## config.mk

```make
export PLATFORM = sky130hd
export DESIGN_NAME = mem_access_stage_flat
export DESIGN_NICKNAME = d
export VERILOG_FILES = /design/src/rtl/mem_access_stage_if.sv /design/src/rtl/mem_access_stage.sv /design/src/flat_wrapper.sv
export SDC_FILE = /design/constraint.sdc
export NUM_CORES = 1
export LEC_CHECK = 0
export CAP_MARGIN = 30
export CORE_AREA = 8 8 136 138
export DETAILED_ROUTE_END_ITERATION = 12
export DIE_AREA = 0 0 144 146
export PLACE_DENSITY = 0.85
export SYNTH_ARGS = -nofsm -noshare
export SYNTH_HDL_FRONTEND = slang
export SYNTH_SLANG_ARGS = --single-unit
```

## constraint.sdc

```tcl
create_clock -name clk -period 8.74 [get_ports clk]
set_input_delay 0.874 -clock clk [delete_from_list [all_inputs] [get_ports clk]]
set_output_delay 0.874 -clock clk [all_outputs]
set_load 0.005 [all_outputs]
```

## src/rtl/mem_access_stage_if.sv

```systemverilog
// Data-memory bus: single-outstanding req/ack; request-side signals are driven
// by the master and held stable until the slave returns ack with read data.
interface mem_access_stage_if;
    logic        dmem_req;
    logic        dmem_we;
    logic [31:0] dmem_addr;
    logic [31:0] dmem_wdata;
    logic [3:0]  dmem_be;
    logic [31:0] dmem_rdata;
    logic        dmem_ack;

    modport master (
        output dmem_req, dmem_we, dmem_addr, dmem_wdata, dmem_be,
        input  dmem_rdata, dmem_ack
    );

    modport slave (
        input  dmem_req, dmem_we, dmem_addr, dmem_wdata, dmem_be,
        output dmem_rdata, dmem_ack
    );
endinterface

```

## src/rtl/mem_access_stage.sv

```systemverilog
// RV32I MEM stage: loads/stores over a req/ack bus, 3-cycle minimum (+1 per ack-wait cycle).
// Stalls the upstream pipe while an access is in flight; non-memory ops pass through untouched.
module mem_access_stage #(
    parameter int TIMEOUT_CYCLES = 16
) (
    input  logic        clk,
    input  logic        rst,
    input  logic [31:0] alu_result_mem,
    input  logic [31:0] rs2_data_mem,
    input  logic [4:0]  rd_mem,
    input  logic        regwrite_mem,
    input  logic        memtoreg_mem_in,
    input  logic        memread_mem,
    input  logic        memwrite_mem,
    input  logic [2:0]  funct3_mem,
    mem_access_stage_if.master dmem,
    output logic [31:0] alu_result_mem1,
    output logic [4:0]  rd_mem_out1,
    output logic        memtoreg_mem,
    output logic        regwrite_mem_out1,
    output logic [31:0] mem_data_mem1,
    output logic        stall_mem,
    output logic        mem_fault,
    output logic        fault_is_timeout
);

    localparam logic [1:0] S_IDLE = 2'd0;
    localparam logic [1:0] S_REQ  = 2'd1;
    localparam logic [1:0] S_DONE = 2'd2;

    localparam logic [31:0] TMO = 32'(TIMEOUT_CYCLES);

    logic [1:0]  state_q, state_d;
    logic        req_q, req_d;
    logic        we_q, we_d;
    logic [31:0] addr_q, addr_d;
    logic [31:0] wdata_q, wdata_d;
    logic [3:0]  be_q, be_d;
    logic [1:0]  addr_lo_q, addr_lo_d;
    logic [2:0]  funct3_q, funct3_d;
    logic [31:0] rdata_q, rdata_d;
    logic [31:0] cnt_q, cnt_d;
    logic        tflag_q, tflag_d;

    logic        access, illegal, misaligned, bad_access, start;
    logic        expire, in_idle, in_req, in_done;
    logic [31:0] st_wdata;
    logic [3:0]  st_be;
    logic [7:0]  ld_byte;
    logic [15:0] ld_half;
    logic [31:0] ld_fmt;

    assign access  = memread_mem | memwrite_mem;
    assign illegal = (memread_mem & memwrite_mem)
                   | (memread_mem & ((funct3_mem == 3'd3) | (funct3_mem == 3'd6) | (funct3_mem == 3'd7)))
                   | (memwrite_mem & (funct3_mem > 3'd2));
    // funct3[1:0] encodes access size for both loads and stores
    assign misaligned = ((funct3_mem[1:0] == 2'b01) & alu_result_mem[0])
                      | ((funct3_mem[1:0] == 2'b10) & (alu_result_mem[1:0] != 2'b00));
    assign bad_access = illegal | misaligned;

    assign in_idle = (state_q == S_IDLE);
    assign in_req  = (state_q == S_REQ);
    assign in_done = (state_q == S_DONE);
    assign start   = in_idle & access & ~bad_access;
    assign expire  = (TMO != 32'd0) && ((cnt_q + 32'd1) >= TMO);

    always_comb begin
        st_wdata = rs2_data_mem;
        st_be    = 4'b0000;
        if (memwrite_mem) begin
            case (funct3_mem[1:0])
                2'b00: begin
                    st_wdata = {4{rs2_data_mem[7:0]}};
                    st_be    = 4'b0001 << alu_result_mem[1:0];
                end
                2'b01: begin
                    st_wdata = {2{rs2_data_mem[15:0]}};
                    st_be    = alu_result_mem[1] ? 4'b1100 : 4'b0011;
                end
                default: begin
                    st_wdata = rs2_data_mem;
                    st_be    = 4'b1111;
                end
            endcase
        end
    end

    always_comb begin
        case (addr_lo_q)
            2'd0:    ld_byte = dmem.dmem_rdata[7:0];
            2'd1:    ld_byte = dmem.dmem_rdata[15:8];
            2'd2:    ld_byte = dmem.dmem_rdata[23:16];
            default: ld_byte = dmem.dmem_rdata[31:24];
        endcase
        ld_half = addr_lo_q[1] ? dmem.dmem_rdata[31:16] : dmem.dmem_rdata[15:0];
        case (funct3_q)
            3'b000:  ld_fmt = {{24{ld_byte[7]}}, ld_byte};
            3'b100:  ld_fmt = {24'd0, ld_byte};
            3'b001:  ld_fmt = {{16{ld_half[15]}}, ld_half};
            3'b101:  ld_fmt = {16'd0, ld_half};
            default: ld_fmt = dmem.dmem_rdata;
        endcase
    end

    always_comb begin
        state_d   = state_q;
        req_d     = req_q;
        we_d      = we_q;
        addr_d    = addr_q;
        wdata_d   = wdata_q;
        be_d      = be_q;
        addr_lo_d = addr_lo_q;
        funct3_d  = funct3_q;
        rdata_d   = rdata_q;
        cnt_d     = cnt_q;
        tflag_d   = tflag_q;
        case (state_q)
            S_IDLE: begin
                if (start) begin
                    state_d   = S_REQ;
                    req_d     = 1'b1;
                    we_d      = memwrite_mem;
                    addr_d    = {alu_result_mem[31:2], 2'b00};
                    wdata_d   = st_wdata;
                    be_d      = st_be;
                    addr_lo_d = alu_result_mem[1:0];
                    funct3_d  = funct3_mem;
                    cnt_d     = 32'd0;
                end
            end
            S_REQ: begin
                // ack in the expiry cycle takes priority over the timeout
                if (dmem.dmem_ack) begin
                    state_d = S_DONE;
                    req_d   = 1'b0;
                    rdata_d = we_q ? 32'd0 : ld_fmt;
                end else begin
                    cnt_d = cnt_q + 32'd1;
                    if (expire) begin
                        state_d = S_DONE;
                        req_d   = 1'b0;
                        tflag_d = 1'b1;
                        rdata_d = 32'd0;
                    end
                end
            end
            S_DONE: begin
                state_d = S_IDLE;
                tflag_d = 1'b0;
                cnt_d   = 32'd0;
            end
            default: state_d = S_IDLE;
        endcase
    end

    always_ff @(posedge clk or posedge rst) begin
        if (rst) begin
            state_q   <= S_IDLE;
            req_q     <= 1'b0;
            we_q      <= 1'b0;
            addr_q    <= 32'd0;
            wdata_q   <= 32'd0;
            be_q      <= 4'd0;
            addr_lo_q <= 2'd0;
            funct3_q  <= 3'd0;
            rdata_q   <= 32'd0;
            cnt_q     <= 32'd0;
            tflag_q   <= 1'b0;
        end else begin
            state_q   <= state_d;
            req_q     <= req_d;
            we_q      <= we_d;
            addr_q    <= addr_d;
            wdata_q   <= wdata_d;
            be_q      <= be_d;
            addr_lo_q <= addr_lo_d;
            funct3_q  <= funct3_d;
            rdata_q   <= rdata_d;
            cnt_q     <= cnt_d;
            tflag_q   <= tflag_d;
        end
    end

    assign dmem.dmem_req   = req_q;
    assign dmem.dmem_we    = we_q;
    assign dmem.dmem_addr  = addr_q;
    assign dmem.dmem_wdata = wdata_q;
    assign dmem.dmem_be    = be_q;

    assign alu_result_mem1   = alu_result_mem;
    assign rd_mem_out1       = rd_mem;
    assign memtoreg_mem      = memtoreg_mem_in;
    // rst gating keeps the stall/fault lines quiet even while an access is presented in reset
    assign stall_mem         = ~rst & (start | in_req);
    assign mem_fault         = ~rst & ((in_idle & access & bad_access) | (in_done & tflag_q));
    assign fault_is_timeout  = ~rst & in_done & tflag_q;
    assign mem_data_mem1     = (~rst & in_done) ? rdata_q : 32'd0;
    assign regwrite_mem_out1 = regwrite_mem & ~stall_mem & ~mem_fault;

endmodule

```

## src/flat_wrapper.sv

```systemverilog
// flat-port wrapper written by rule: the top's interface ports become plain ports
module mem_access_stage_flat 
#(
    parameter int TIMEOUT_CYCLES = 16
)
  (clk, rst, alu_result_mem, rs2_data_mem, rd_mem, regwrite_mem, memtoreg_mem_in, memread_mem, memwrite_mem, funct3_mem, alu_result_mem1, rd_mem_out1, memtoreg_mem, regwrite_mem_out1, mem_data_mem1, stall_mem, mem_fault, fault_is_timeout, dmem_dmem_req, dmem_dmem_we, dmem_dmem_addr, dmem_dmem_wdata, dmem_dmem_be, dmem_dmem_rdata, dmem_dmem_ack);
  mem_access_stage_if dmem_i ();
  input  logic clk;
  input  logic rst;
  input  logic [31:0] alu_result_mem;
  input  logic [31:0] rs2_data_mem;
  input  logic [4:0] rd_mem;
  input  logic regwrite_mem;
  input  logic memtoreg_mem_in;
  input  logic memread_mem;
  input  logic memwrite_mem;
  input  logic [2:0] funct3_mem;
  output logic [31:0] alu_result_mem1;
  output logic [4:0] rd_mem_out1;
  output logic memtoreg_mem;
  output logic regwrite_mem_out1;
  output logic [31:0] mem_data_mem1;
  output logic stall_mem;
  output logic mem_fault;
  output logic fault_is_timeout;
  output wire logic [$bits(dmem_i.dmem_req)-1:0] dmem_dmem_req;
  output wire logic [$bits(dmem_i.dmem_we)-1:0] dmem_dmem_we;
  output wire logic [$bits(dmem_i.dmem_addr)-1:0] dmem_dmem_addr;
  output wire logic [$bits(dmem_i.dmem_wdata)-1:0] dmem_dmem_wdata;
  output wire logic [$bits(dmem_i.dmem_be)-1:0] dmem_dmem_be;
  input wire logic [$bits(dmem_i.dmem_rdata)-1:0] dmem_dmem_rdata;
  input wire logic [$bits(dmem_i.dmem_ack)-1:0] dmem_dmem_ack;
  assign dmem_dmem_req = dmem_i.dmem_req;
  assign dmem_dmem_we = dmem_i.dmem_we;
  assign dmem_dmem_addr = dmem_i.dmem_addr;
  assign dmem_dmem_wdata = dmem_i.dmem_wdata;
  assign dmem_dmem_be = dmem_i.dmem_be;
  assign dmem_i.dmem_rdata = dmem_dmem_rdata;
  assign dmem_i.dmem_ack = dmem_dmem_ack;
  mem_access_stage #(.TIMEOUT_CYCLES(TIMEOUT_CYCLES)) u_core (.clk(clk), .rst(rst), .alu_result_mem(alu_result_mem), .rs2_data_mem(rs2_data_mem), .rd_mem(rd_mem), .regwrite_mem(regwrite_mem), .memtoreg_mem_in(memtoreg_mem_in), .memread_mem(memread_mem), .memwrite_mem(memwrite_mem), .funct3_mem(funct3_mem), .dmem(dmem_i), .alu_result_mem1(alu_result_mem1), .rd_mem_out1(rd_mem_out1), .memtoreg_mem(memtoreg_mem), .regwrite_mem_out1(regwrite_mem_out1), .mem_data_mem1(mem_data_mem1), .stall_mem(stall_mem), .mem_fault(mem_fault), .fault_is_timeout(fault_is_timeout));
endmodule
```

Word-level counts from Yosys, hierarchy flattened
Cells that the tools add are included.
{"block": "totals", "input_bits": 111, "wordCells": 100, "ff_bits": 140, "out_inout_bits": 144}
{"block": "classes", "addsub": 1, "n_reduce_logical": 15, "n_bitwise": 28, "n_lt_le_gt_ge": 2, "n_shift": 1, "eq_ne": 16, "n_mux": 26}
{"op": "$mux 32", "n": 7}
{"op": "$pmux 32 s4", "n": 1}
{"op": "$pmux 32 s3", "n": 1}
{"op": "$pmux 32 s2", "n": 1}
{"op": "$add 32x1->32 const B", "n": 1}
{"op": "$ge 32x5->1 const B", "n": 1}
{"op": "$pmux 8 s3", "n": 1}
{"op": "$mux 16", "n": 1}
{"op": "$and 1x1->1", "n": 15}
{"op": "$eq 3x3->1 const B", "n": 4}
{"op": "$or 1x1->1", "n": 9}
{"op": "$reduce_and 3->1", "n": 3}
{"op": "$mux 4", "n": 2}
{"op": "$pmux 4 s2", "n": 1}
{"op": "$reduce_bool 2->1", "n": 4}
{"op": "$eq 2x1->1 const B", "n": 3}
{"op": "$eq 2x2->1 const B", "n": 3}
{"op": "$logic_not 2->1", "n": 3}
{"op": "$mux 2", "n": 3}
{"op": "$reduce_and 2->1", "n": 3}
{"op": "$mux 1", "n": 5}
{"op": "$ne 2x1->1 const B", "n": 2}
{"op": "$not 1->1", "n": 4}
{"op": "$pmux 1 s2", "n": 2}
{"op": "9 further kinds", "n": 9}

Longest topological paths before layout
Gate-level depths: netlist of the first run.
{"block": "logic_depth", "ltp_word": 14, "mapped_depth": 11, "mapped_depth_nobuf": 8}

Worst setup path after synthesis of the first run
Ideal clock, no wire load.
{"block": "synth_path", "path_kind": "input to output", "from": "in funct3_mem[0]", "to": "out regwrite_mem_out1", "cell_stages": 8, "arrival_time_ns": 2.285, "t_required_ns": 7.866, "path_slack_ns": 5.581, "cell_sequence": "clkbuf_1 > a2111oi_0 > o311ai_0 > nor2_1 > clkbuf_1 > nor2_1 > nor2_1 > nor3b_1"}
{"block": "synth_via", "elab_chain_len": 14, "elab_cells_between_ends": 27, "classes_between": "order compare: 1; eq/ne: 5; bitwise: 21"}
{"element": "start, declared", "line": "flat_wrapper.sv:17", "rtl": "input logic [2:0] funct3_mem;"}
{"element": "$eq 3x2->1 / $eq 3x3->1 (equally long branches)", "line": "mem_access_stage.sv:55", "rtl": "| (memread_mem & ((funct3_mem == 3'd3) | (funct3_mem == 3'd6) | (funct3_mem == 3'd7)))"}
{"element": "$or 1x1->1 (2 in series)", "line": "mem_access_stage.sv:55"}
{"element": "$and 1x1->1", "line": "mem_access_stage.sv:55"}
{"element": "$or 1x1->1", "line": "mem_access_stage.sv:55"}
{"element": "$or 1x1->1", "line": "mem_access_stage.sv:56", "rtl": "| (memwrite_mem & (funct3_mem > 3'd2));"}
{"element": "$or 1x1->1 *", "line": "mem_access_stage.sv:60", "rtl": "assign bad_access = illegal | misaligned;"}
{"element": "$not 1->1 *", "line": "mem_access_stage.sv:65", "rtl": "assign start = in_idle & access & ~bad_access;"}
{"element": "$and 1x1->1 *", "line": "mem_access_stage.sv:65"}
{"element": "$or 1x1->1 *", "line": "mem_access_stage.sv:195", "rtl": "assign stall_mem = ~rst & (start | in_req);"}
{"element": "$and 1x1->1 *", "line": "mem_access_stage.sv:195"}
{"element": "via stall_mem", "line": "flat_wrapper.sv:23", "rtl": "output logic stall_mem;"}
{"element": "$not 1->1 *", "line": "mem_access_stage.sv:199", "rtl": "assign regwrite_mem_out1 = regwrite_mem & ~stall_mem & ~mem_fault;"}
{"element": "$and 1x1->1 * (2 in series)", "line": "mem_access_stage.sv:199"}
{"element": "end, declared", "line": "flat_wrapper.sv:21", "rtl": "output logic regwrite_mem_out1;"}
Mark *: on every way through the listed nets, which the timed path passes. The rest lies on a longest branch.

Final worst setup path of the first run
{"block": "layout_path", "from": "in funct3_mem[0]", "to": "out regwrite_mem_out1"}
{"block": "layout_via", "elab_chain_len": 14, "elab_cells_between_ends": 27, "classes_between": "order compare: 1; eq/ne: 5; bitwise: 21"}
{"element": "$eq 3x2->1 / $eq 3x3->1 (equally long branches)", "line": "mem_access_stage.sv:55"}
{"element": "$or 1x1->1 (2 in series)", "line": "mem_access_stage.sv:55"}
{"element": "$and 1x1->1", "line": "mem_access_stage.sv:55"}
{"element": "$or 1x1->1", "line": "mem_access_stage.sv:55"}
{"element": "$or 1x1->1", "line": "mem_access_stage.sv:56"}
{"element": "$or 1x1->1 *", "line": "mem_access_stage.sv:60"}
{"element": "$not 1->1", "line": "mem_access_stage.sv:65"}
{"element": "$and 1x1->1", "line": "mem_access_stage.sv:65"}
{"element": "$or 1x1->1", "line": "mem_access_stage.sv:195"}
{"element": "$and 1x1->1", "line": "mem_access_stage.sv:195"}
{"element": "$not 1->1", "line": "mem_access_stage.sv:199"}
{"element": "$and 1x1->1", "line": "mem_access_stage.sv:199"}
{"element": "$and 1x1->1 *", "line": "mem_access_stage.sv:199"}
Mark *: on every way between the ends. The rest lies on a longest branch, timed or not.

==> results_dict.tcl, run 1 <==
set metrics [dict create \
    reg2reg_to "u_core.rdata_q[23]" \
    finalHoldViolations 0 \
    rsz0062_at_grt "false" \
    relSlewSlack_pct 32.4 \
    io_pins 255 \
    grt_pass1_vias 7611 \
    ys_seq_elements 140 \
    fin_crit_sh_pct 56.0 \
    crit_path_start "funct3_mem[0]" \
    htree_levels 4 \
    grt_max_degree 102 \
    worstPathMaxFanout 15 \
    crit_required_ns 7.87 \
    min_period_ns 4.89 \
    worst_slew_pin_slew_ns 1.01 \
    clk_path_buf_depth 2 \
    tns_ns 0 \
    track_usage_pct 23.3 \
    drc 0 \
    synth_ff_type "dfrtp_1" \
    endpoint_kind "output pin" \
    via_per_inst 5.60 \
    cts_tree "built" \
    final_util_pct 66.9 \
    drt_iter0_drc 620 \
    setup_violations 0 \
    status "finished clean" \
    die_y_microns 146 \
    post_cts_buffers 0 \
    fillers 1298 \
    ys_warn_count 0 \
    syn_to_final_growth_pct 34.3 \
    synth_enable_flop_cells 0 \
    cts-root-buf "clkbuf_16" \
    clk_pin_slew_worst_paths_ns 0.06 \
    die_area_sq_um 21000 \
    synthCells 972 \
    antenna_found_initial 0 \
    die-width_microns 144 \
    grt-ovfl-total 0 \
    cts.sinks 140 \
    ys_seq_area_share_pct 43.2 \
    peakVddDrop_uv 166 \
    grt_pass1_wl_microns 39200 \
    hold_buffers 0 \
    clock_skew_ns 0.0124 \
    dr.pass1.iters 5 \
    wire_per_inst_microns 18.2 \
    r2r_slack_ns 4.86 \
    placeableCoreArea_sq_um 16300 \
    hold_path_class "flop to flop" \
    max_cap_viol_count 0 \
    diodes 0 \
    dp_hpwl_microns 18000 \
    p_per_area_nw_per_um2 260 \
    cts_resized 0 \
    totalWireLength_microns 24800 \
    nets 1250 \
    clk_latency_ns 0.43 \
    fmaxAchievable_ghz 0.204 \
    crit_type "input port to output pin" \
    critPathLaunchType "input port" \
    cts-buffers-inserted 17 \
    antenna_left 0 \
    synth_cell_types 61 \
    vias 7662 \
    syn_avg_cell_area_sq_um 8.35 \
    cp.arrival_ns 4.02 \
    endpoint "regwrite_mem_out1" \
    drive_above_1_share_pct 7.50 \
    row_count 47 \
    maxSlewViolCount 0 \
    leakagePower_nw 4.75 \
    place.gp.congestion 0.876 \
    async_reset_ff_share_pct 100 \
    worst_r2r_path_depth 8 \
    start_util_pct 49.8 \
    r2r-start "u_core.cnt_q[0]" \
    portBuffers 240 \
    netlist_area_sq_um 8120 \
]
## synthesized netlist by cell type (6+ instances only)
cell / count / area share [%]
a21oi_1: 19 / 1.2
a221o_1: 7 / 0.86
a31oi_1: 9 / 0.69
and2_1: 34 / 2.6
and4_1: 7 / 0.76
buf_2: 6 / 0.37
buf_4: 43 / 4.0
clkbuf_1: 47 / 2.2
dfrtp_1: 140 / 43
inv_1: 50 / 2.3
mux2i_1: 29 / 3.6
nand2_1: 215 / 9.9
nand2b_1: 6 / 0.46
nand3_1: 15 / 0.92
nand4_1: 20 / 1.5
nor2_1: 46 / 2.1
nor3_1: 12 / 0.74
nor3b_1: 7 / 0.65
nor4_1: 7 / 0.54
o211ai_1: 6 / 0.55
o21ai_0: 109 / 6.7
o21ai_2: 29 / 3.1
o31ai_1: 8 / 0.74
or3_1: 6 / 0.46
or4_1: 12 / 1.1
xnor2_1: 10 / 1.1
## layout make-up
class	count	area (sq um)	area share, %
Timing Repair Buffer	248	2490	22.8
Multi-Input combinational cell	677	3860	35.4
Clock inverter	13	135	1.24
Sequential cell	140	3500	32.1
Clock buffer	19	443	4.06
Inverter	50	193	1.77
Tap cell	220	275	2.53
## cell usage in the layout, fill, tap and decap left out, types with 6 or more instances in the layout
master and instances:
a31oi_1 9, o31ai_1 8, nor3b_1 7, buf_4 6, xnor2_1 10, nand4_1 20, dfrtp_1 140, a21oi_1 19
nand2_1 215, nand3_1 15, or3_1 6, and4_1 7, a221o_1 7, and2_1 34, nor2_1 45, inv_1 49
nor3_1 12, o21ai_0 109, o21ai_2 30, nand2b_1 6, nor4_1 7, or4_1 12, clkdlybuf4s50_1 240, clkbuf_16 17
o211ai_1 6, mux2i_1 29
## kinds of logic after synthesis
logic type / after synthesis / share of synthesized area [%]
AOI/OAI and AO/OA: 219 / 17.4
adders and majority gates: 5 / 0.771
and+or+nand+nor: 405 / 23.4
buffers and inverters: 156 / 9.60
muxes: 31 / 3.99
xor gates and xnor gates: 15 / 1.62
other: 1 / 0.0462
DFF: 140 / 43.2
## worst max-delay path: stages
cell	delay (ns)
clkdlybuf4s50_1	0.94
a2111oi_0	0.14
o311ai_0	0.80
nor2_4	0.17
nor2_1	0.27
nor2_1	0.10
nor3b_1	0.20
clkdlybuf4s50_1	0.53
## power by group
group,total (mW),switching [mW],leakage (nW),internal (mW)
Combinational,1.09,0.547,2.67,0.544
Sequential,1.03,0.156,1.80,0.875
Clock,0.708,0.302,0.270,0.406
Total,2.83,1.00,4.75,1.82
## metal layers
layer	track usage, %	share of wire [%]	vias to the layer above
met5	0	0	-
met4	11.5	4.1	0
met3	5.02	8.5	68
met2	38.5	48	365
met1	28.1	39	3620
li1	-	-	3609
## registers in the layout, indices dropped and copies added (netlist names)
name,flops
u_core.cnt_q,32
u_core.dmem.dmem_wdata,32
u_core.rdata_q,32
u_core.dmem.dmem_addr,30
u_core.dmem.dmem_be,4
u_core.funct3_q,3
u_core.addr_lo_q,2
u_core.state_q,2
u_core.dmem.dmem_req,1
u_core.dmem.dmem_we,1
u_core.tflag_q,1
## per-stage QoR
step	instances	instance area, sq um	power [mW]	hold WS, ns	setup slack, ns
final	1367	10900	2.83	0.471	3.85
after global routing	1367	10900	3.00	0.491	3.70
after CTS	1367	10900	2.85	0.478	3.86
after detailed placement	1335	10300	2.13	0.461	3.88
after global placement	1333	10300	2.09	0.457	3.54
after floorplan	973	8120	1.57	0.463	4.11
## how the worst min path moves through the flow
stage	startpoint	to	slack, ns	depth (start not counted)
6_report	u_core.dmem.dmem_addr[28]	u_core.dmem.dmem_addr[28]	0.47	2
5_1_grt	u_core.dmem.dmem_addr[22]	u_core.dmem.dmem_addr[22]	0.49	2
4_1_cts	u_core.dmem.dmem_addr[31]	u_core.dmem.dmem_addr[31]	0.48	2
3_5_place_dp	u_core.dmem.dmem_addr[14]	u_core.dmem.dmem_addr[14]	0.46	2
3_3_place_gp	u_core.dmem.dmem_addr[29]	u_core.dmem.dmem_addr[29]	0.46	2
2_1_floorplan	u_core.funct3_q[2]	u_core.funct3_q[2]	0.46	2
Note: power is estimated with default switching activity, not from simulation.
==> inputs of run 2 (changes only) <==
--- a/config.mk
+++ b/config.mk
@@ -6,10 +6,10 @@
 export NUM_CORES = 1
 export LEC_CHECK = 0
 export CAP_MARGIN = 30
-export CORE_AREA = 8 8 136 138
+export CORE_AREA = 8 8 141 143
 export DETAILED_ROUTE_END_ITERATION = 12
-export DIE_AREA = 0 0 144 146
-export PLACE_DENSITY = 0.85
+export DIE_AREA = 0 0 149 151
+export PLACE_DENSITY = 0.8
 export SYNTH_ARGS = -nofsm -noshare
 export SYNTH_HDL_FRONTEND = slang
 export SYNTH_SLANG_ARGS = --single-unit
==> constraint.sdc (replaced) <==
create_clock -name clk -period 4.8 [get_ports clk]
set_input_delay 0.48 -clock clk [delete_from_list [all_inputs] [get_ports clk]]
set_output_delay 0.48 -clock clk [all_outputs]
set_load 0.005 [all_outputs]
==> run 2 against run 1 <==
- combinational power up 82%
- global-route usage fell by 2.3 points
- utilization fell by 5.3 points
- worst setup slack got worse by 2.9 ns
- clock-buffer cell count unchanged
- critical path type is now flop to flop
- critical endpoint is now u_core.rdata_q[22]
==> results_dict.tcl, run 2 (same netlist as run 1, synthesis figures left out) <==
set metrics [dict create \
    fin_crit_sh_pct 79.7 \
    min_period_ns 3.83 \
    io_pins 255 \
    track_usage_pct 21.1 \
    wire_per_inst_microns 17.6 \
    cts-root-buf "clkbuf_16" \
    clk_latency_ns 0.43 \
    final_util_pct 61.6 \
    endpoint_kind "flop" \
    hold_path_class "flop to flop" \
    tns_ns 0 \
    crit_slowest_cell "o41a_2" \
    die-width_microns 149 \
    start_util_pct 46.0 \
    grt.met1_usage_pct 27.1 \
    grt_max_degree 102 \
    via_per_inst 5.44 \
    register_area_sq_um 3500 \
    cp_cell_sequence "ha_1, nand4_1, or4_1, o31ai_2, nand4_1, or4_1, o41a_2, o21ai_0" \
    final_common_cell "clkdlybuf4s50_1" \
    cts.sinks 140 \
    portBuffers 240 \
    grt_pass1_vias 7070 \
    drc 0 \
    max_cap_viol_count 0 \
    cts_resized 0 \
    multiInputGateArea_sq_um 3850 \
    cp.arrival_ns 4.15 \
    antenna_found_initial 0 \
    syn_to_final_growth_pct 34.0 \
    relSlewSlack_pct 29.9 \
    use_met2_pct 33.3 \
    fillers 1482 \
    crit_type "flop to flop" \
    setup_violations 0 \
    post_cts_buffers 0 \
    die_y_microns 151 \
    dr.pass1.iters 5 \
    clk_path_buf_depth 2 \
    hold_buffers 0 \
    cts_tree "built" \
    totalWireLength_microns 24300 \
    row_count 49 \
    grt-ovfl-total 0 \
    finalHoldViolations 0 \
    place_inst 1347 \
    drt_iter0_drc 505 \
    die_area_sq_um 22500 \
    clock_skew_ns 0.0111 \
    worst_slew_pin_slew_ns 1.04 \
    clk_pin_slew_worst_paths_ns 0.06 \
    place.gp.congestion 0.895 \
    peakVddDrop_uv 290 \
    grt_pass1_wl_microns 37800 \
    slowest_delay_ns 0.84 \
    htree_levels 4 \
    vias 7501 \
    fin_total_pwr_mw 5.10 \
    dp_hpwl_microns 17800 \
    layout_common_cells "240 x clkdlybuf4s50_1, 215 x nand2_1, 140 x dfrtp_1, 109 x o21ai_0, 49 x inv_1" \
    drive_above_1_share_pct 7.75 \
    fmaxAchievable_ghz 0.261 \
    worstPathMaxFanout 33 \
    cts-buffers-inserted 17 \
    rsz0062_at_grt "false" \
    antenna_left 0 \
    nets 1253 \
    p_per_area_nw_per_um2 469 \
    fin_cells 1378 \
    crit_required_ns 5.12 \
    critPathLaunchType "flop" \
    use_met3_pct 5.47 \
    maxSlewViolCount 0 \
    placeableCoreArea_sq_um 17700 \
    status "finished clean" \
    leakagePower_nw 4.75 \
    globalRoute.busiestLayer "met2" \
    diodes 0 \
]
-- run 2: where the power goes --
group	total, mW	switching [mW]	internal, mW	leakage (nW)
registers	1.88	0.287	1.59	1.80
logic	1.98	0.988	0.988	2.68
clock network	1.24	0.544	0.700	0.271
-- run 2: layer usage --
layer / share of wire, % / up-vias
li1: - / 3623
met1: 42 / 3520
met2: 48 / 311
met3: 7.7 / 47
met4: 3.1 / 0
met5: 0 / -
-- run 2: worst max-delay path: cells and delay by family (launching register included) --
family	cells	cell delay (ns)
flops	1	0.43
simple gates	4	1.58
fa+ha+maj	1	0.28
compound gates	3	1.45
-- run 2: worst paths after layout --
kind / from / end / slack [ns] / depth (start not counted)
min in group asynchronous: rst / u_core.rdata_q[28] / 0.69 / 2
max in group asynchronous: rst / u_core.dmem.dmem_wdata[0] / 3.10 / 3
max reg2reg: u_core.cnt_q[0] / u_core.rdata_q[22] / 0.97 / 8
max: u_core.cnt_q[0] / u_core.rdata_q[22] / 0.97 / 8
min: u_core.dmem.dmem_addr[6] / u_core.dmem.dmem_addr[6] / 0.47 / 2
min reg2reg: u_core.dmem.dmem_addr[6] / u_core.dmem.dmem_addr[6] / 0.47 / 2
-- run 2: per-stage QoR --
| step | cell area, sq um | setup slack (ns) | hold slack [ns] |
|---|---|---|---|
| 3_5_place_dp | 10300 | 0.832 | 0.461 |
| 5_1_grt | 10900 | 0.715 | 0.488 |
| 6_report | 10900 | 0.973 | 0.472 |
| 2_1_floorplan | 8120 | 0.567 | 0.463 |
| 4_1_cts | 10900 | 0.961 | 0.477 |
| 3_3_place_gp | 10300 | 0.945 | 0.456 |
-- run 2: cell type report --
type | count | area share (%)
multi-input cells | 677 | 35.4
flip-flops and latches | 140 | 32.2
repair buffers | 251 | 22.8
clock buffers | 19 | 4.16
well taps | 229 | 2.63
inverters | 50 | 1.77
clock inverters | 12 | 0.955
==> inputs of run 3 (changes only) <==
==> constraint.sdc (replaced) <==
create_clock -name clk -period 4 [get_ports clk]
set_input_delay 0.4 -clock clk [delete_from_list [all_inputs] [get_ports clk]]
set_output_delay 0.4 -clock clk [all_outputs]
set_load 0.005 [all_outputs]
==> run 3 against run 2 <==
- sequential share of layout area decreased by 0.53 points
- clock skew about the same
- register-to-register slack got worse by 0.67 ns
- critical path type unchanged
- power increased by 23%
- global-route usage increased by 0.17 points
- critical endpoint is now u_core.rdata_q[6]
==> results_dict.tcl, run 3 (same netlist as run 1, synthesis figures left out) <==
set metrics [dict create \
    fin_crit_sh_pct 92.4 \
    p_seq_share_pct 35.4 \
    crit_slowest_cell "o41a_2" \
    placeableCoreArea_sq_um 17700 \
    antenna_found_initial 0 \
    worstPathMaxFanout 21 \
    htree_levels 4 \
    max_cap_viol_count 0 \
    place.gp.congestion 0.908 \
    cp.arrival_ns 4.05 \
    hold_path_class "input port to async pin" \
    worst_slew_pin_slew_ns 0.985 \
    p_per_area_nw_per_um2 568 \
    post_cts_buffers 0 \
    die_area_sq_um 22500 \
    layout_common_cells "240 x clkdlybuf4s50_1, 215 x nand2_1, 140 x dfrtp_1, 109 x o21ai_0, 49 x inv_1" \
    fillers 1461 \
    power.net_switching_mw 2.20 \
    crit_required_ns 4.35 \
    slowest_delay_ns 0.72 \
    peakVddDrop_uv 362 \
    clk_latency_ns 0.43 \
    grt_pass1_wl_microns 38600 \
    antenna_left 0 \
    worst_r2r_path_depth 9 \
    row_count 49 \
    portBuffers 240 \
    vias 7598 \
    grt_max_degree 102 \
    nets 1265 \
    die-width_microns 149 \
    drive_above_1_share_pct 8.78 \
    tns_ns 0 \
    via_per_inst 5.46 \
    wire_per_inst_microns 17.6 \
    p_sw_share_pct 35.0 \
    grt_pass1_vias 7314 \
    min_period_ns 3.70 \
    track_usage_pct 21.2 \
    cts.sinks 140 \
    r2r-start "u_core.cnt_q[0]" \
    final_common_cell "clkdlybuf4s50_1" \
    cp_top_family "simple AND/OR/NAND/NOR gates" \
    grt-ovfl-total 0 \
    cts_resized 0 \
    r2r_slack_ns 0.30 \
    endpoint_kind "flop" \
    status "finished clean" \
    maxSlewViolCount 0 \
    drc 0 \
    hold_ws_ns 0.411 \
    p_clk_share_pct 25.6 \
    crit_buf_inv 1 \
    pwr-share-comb_pct 39.0 \
    cts_tree "built" \
    diodes 0 \
    finalHoldViolations 0 \
    setup_violations 0 \
    die_y_microns 151 \
    critPathLaunchType "flop" \
    clk_path_buf_depth 2 \
    drt_iter0_drc 573 \
    fmaxAchievable_ghz 0.271 \
    crit_type "flop to flop" \
    relSlewSlack_pct 34.1 \
    syn_to_final_growth_pct 36.3 \
    clk_pin_slew_worst_paths_ns 0.06 \
    place_ws_ns 0.346 \
    setup_slack_ns 0.304 \
    leakagePower_nw 4.85 \
    cp_cell_sequence "ha_1, nand4_1, or4_1, o31ai_2, nand4_1, or4_1, o41a_2, buf_4, o21ai_2" \
    totalWireLength_microns 24500 \
    dp_hpwl_microns 18100 \
    fin_total_pwr_mw 6.28 \
    internal-power_mw 4.09 \
    final_util_pct 62.6 \
    reg2reg_to "u_core.rdata_q[6]" \
    cts-root-buf "clkbuf_16" \
    dr.pass1.iters 5 \
    start_util_pct 46.0 \
    io_pins 255 \
    cts-buffers-inserted 17 \
    clock_skew_ns 0.0108 \
    hold_buffers 0 \
    rsz0062_at_grt "false" \
]
## run 3: cell types whose count changed in the layout (fill, tap and decap cells not counted), moves of 2 or more
cell,change
buf_12,+3
buf_4,+7
buf_8,+2
bufinv_16,+2
## run 3: stage by stage
step / std cells / cell area (sq um)
CTS: 1391 / 11100
global placement: 1356 / 10400
floorplan: 973 / 8130
global route: 1391 / 11100
finish: 1391 / 11100
detailed placement: 1359 / 10500
## run 3: worst max path at each step
stage,slack (ns),to,cells after the start,start
after floorplan,0.91,u_core.dmem.dmem_req,10,u_core.cnt_q[0]
after global placement,0.47,u_core.dmem.dmem_req,9,u_core.cnt_q[0]
after detailed placement,0.35,u_core.rdata_q[6],9,u_core.cnt_q[0]
after CTS,0.31,u_core.rdata_q[6],9,u_core.cnt_q[0]
after global routing,0.13,u_core.rdata_q[3],9,u_core.cnt_q[0]
final,0.30,u_core.rdata_q[6],9,u_core.cnt_q[0]
## run 3: area by class of cell
cell class	count	area [sq um]	area share [%]
Clock buffer	18	439	3.97
Inverter	50	191	1.73
Multi-Input combinational cell	677	3850	34.9
Timing Repair Buffer	263	2630	23.8
Sequential cell	140	3500	31.7
Clock inverter	14	158	1.43
Tap cell	229	287	2.59
## run 3: layer usage
metal / up-vias / track usage [%] / wire (microns)
met5: - / 0 / 0
met4: 0 / 8.88 / 836
met3: 59 / 5.26 / 2030
met2: 358 / 34.7 / 11800
met1: 3546 / 26.4 / 9890
li1: 3635 / - / -
## run 3: worst reg2reg max path: stages, from the launching register on
cell	delay [ns]
dfrtp_1	0.44
ha_1	0.28
nand4_1	0.22
or4_1	0.55
o31ai_2	0.28
nand4_1	0.14
or4_1	0.57
o41a_2	0.72
buf_4	0.30
o21ai_2	0.12
## run 3: power by group through the flow
stage	Sequential [mW]	Clock, mW	Combinational [mW]
6_report	2.23	1.61	2.45
5_1_grt	2.29	1.70	2.70
4_1_cts	2.22	1.64	2.48
3_5_place_dp	2.24	0	2.47
3_3_place_gp	2.23	0	2.38
2_1_floorplan	2.20	0	1.23
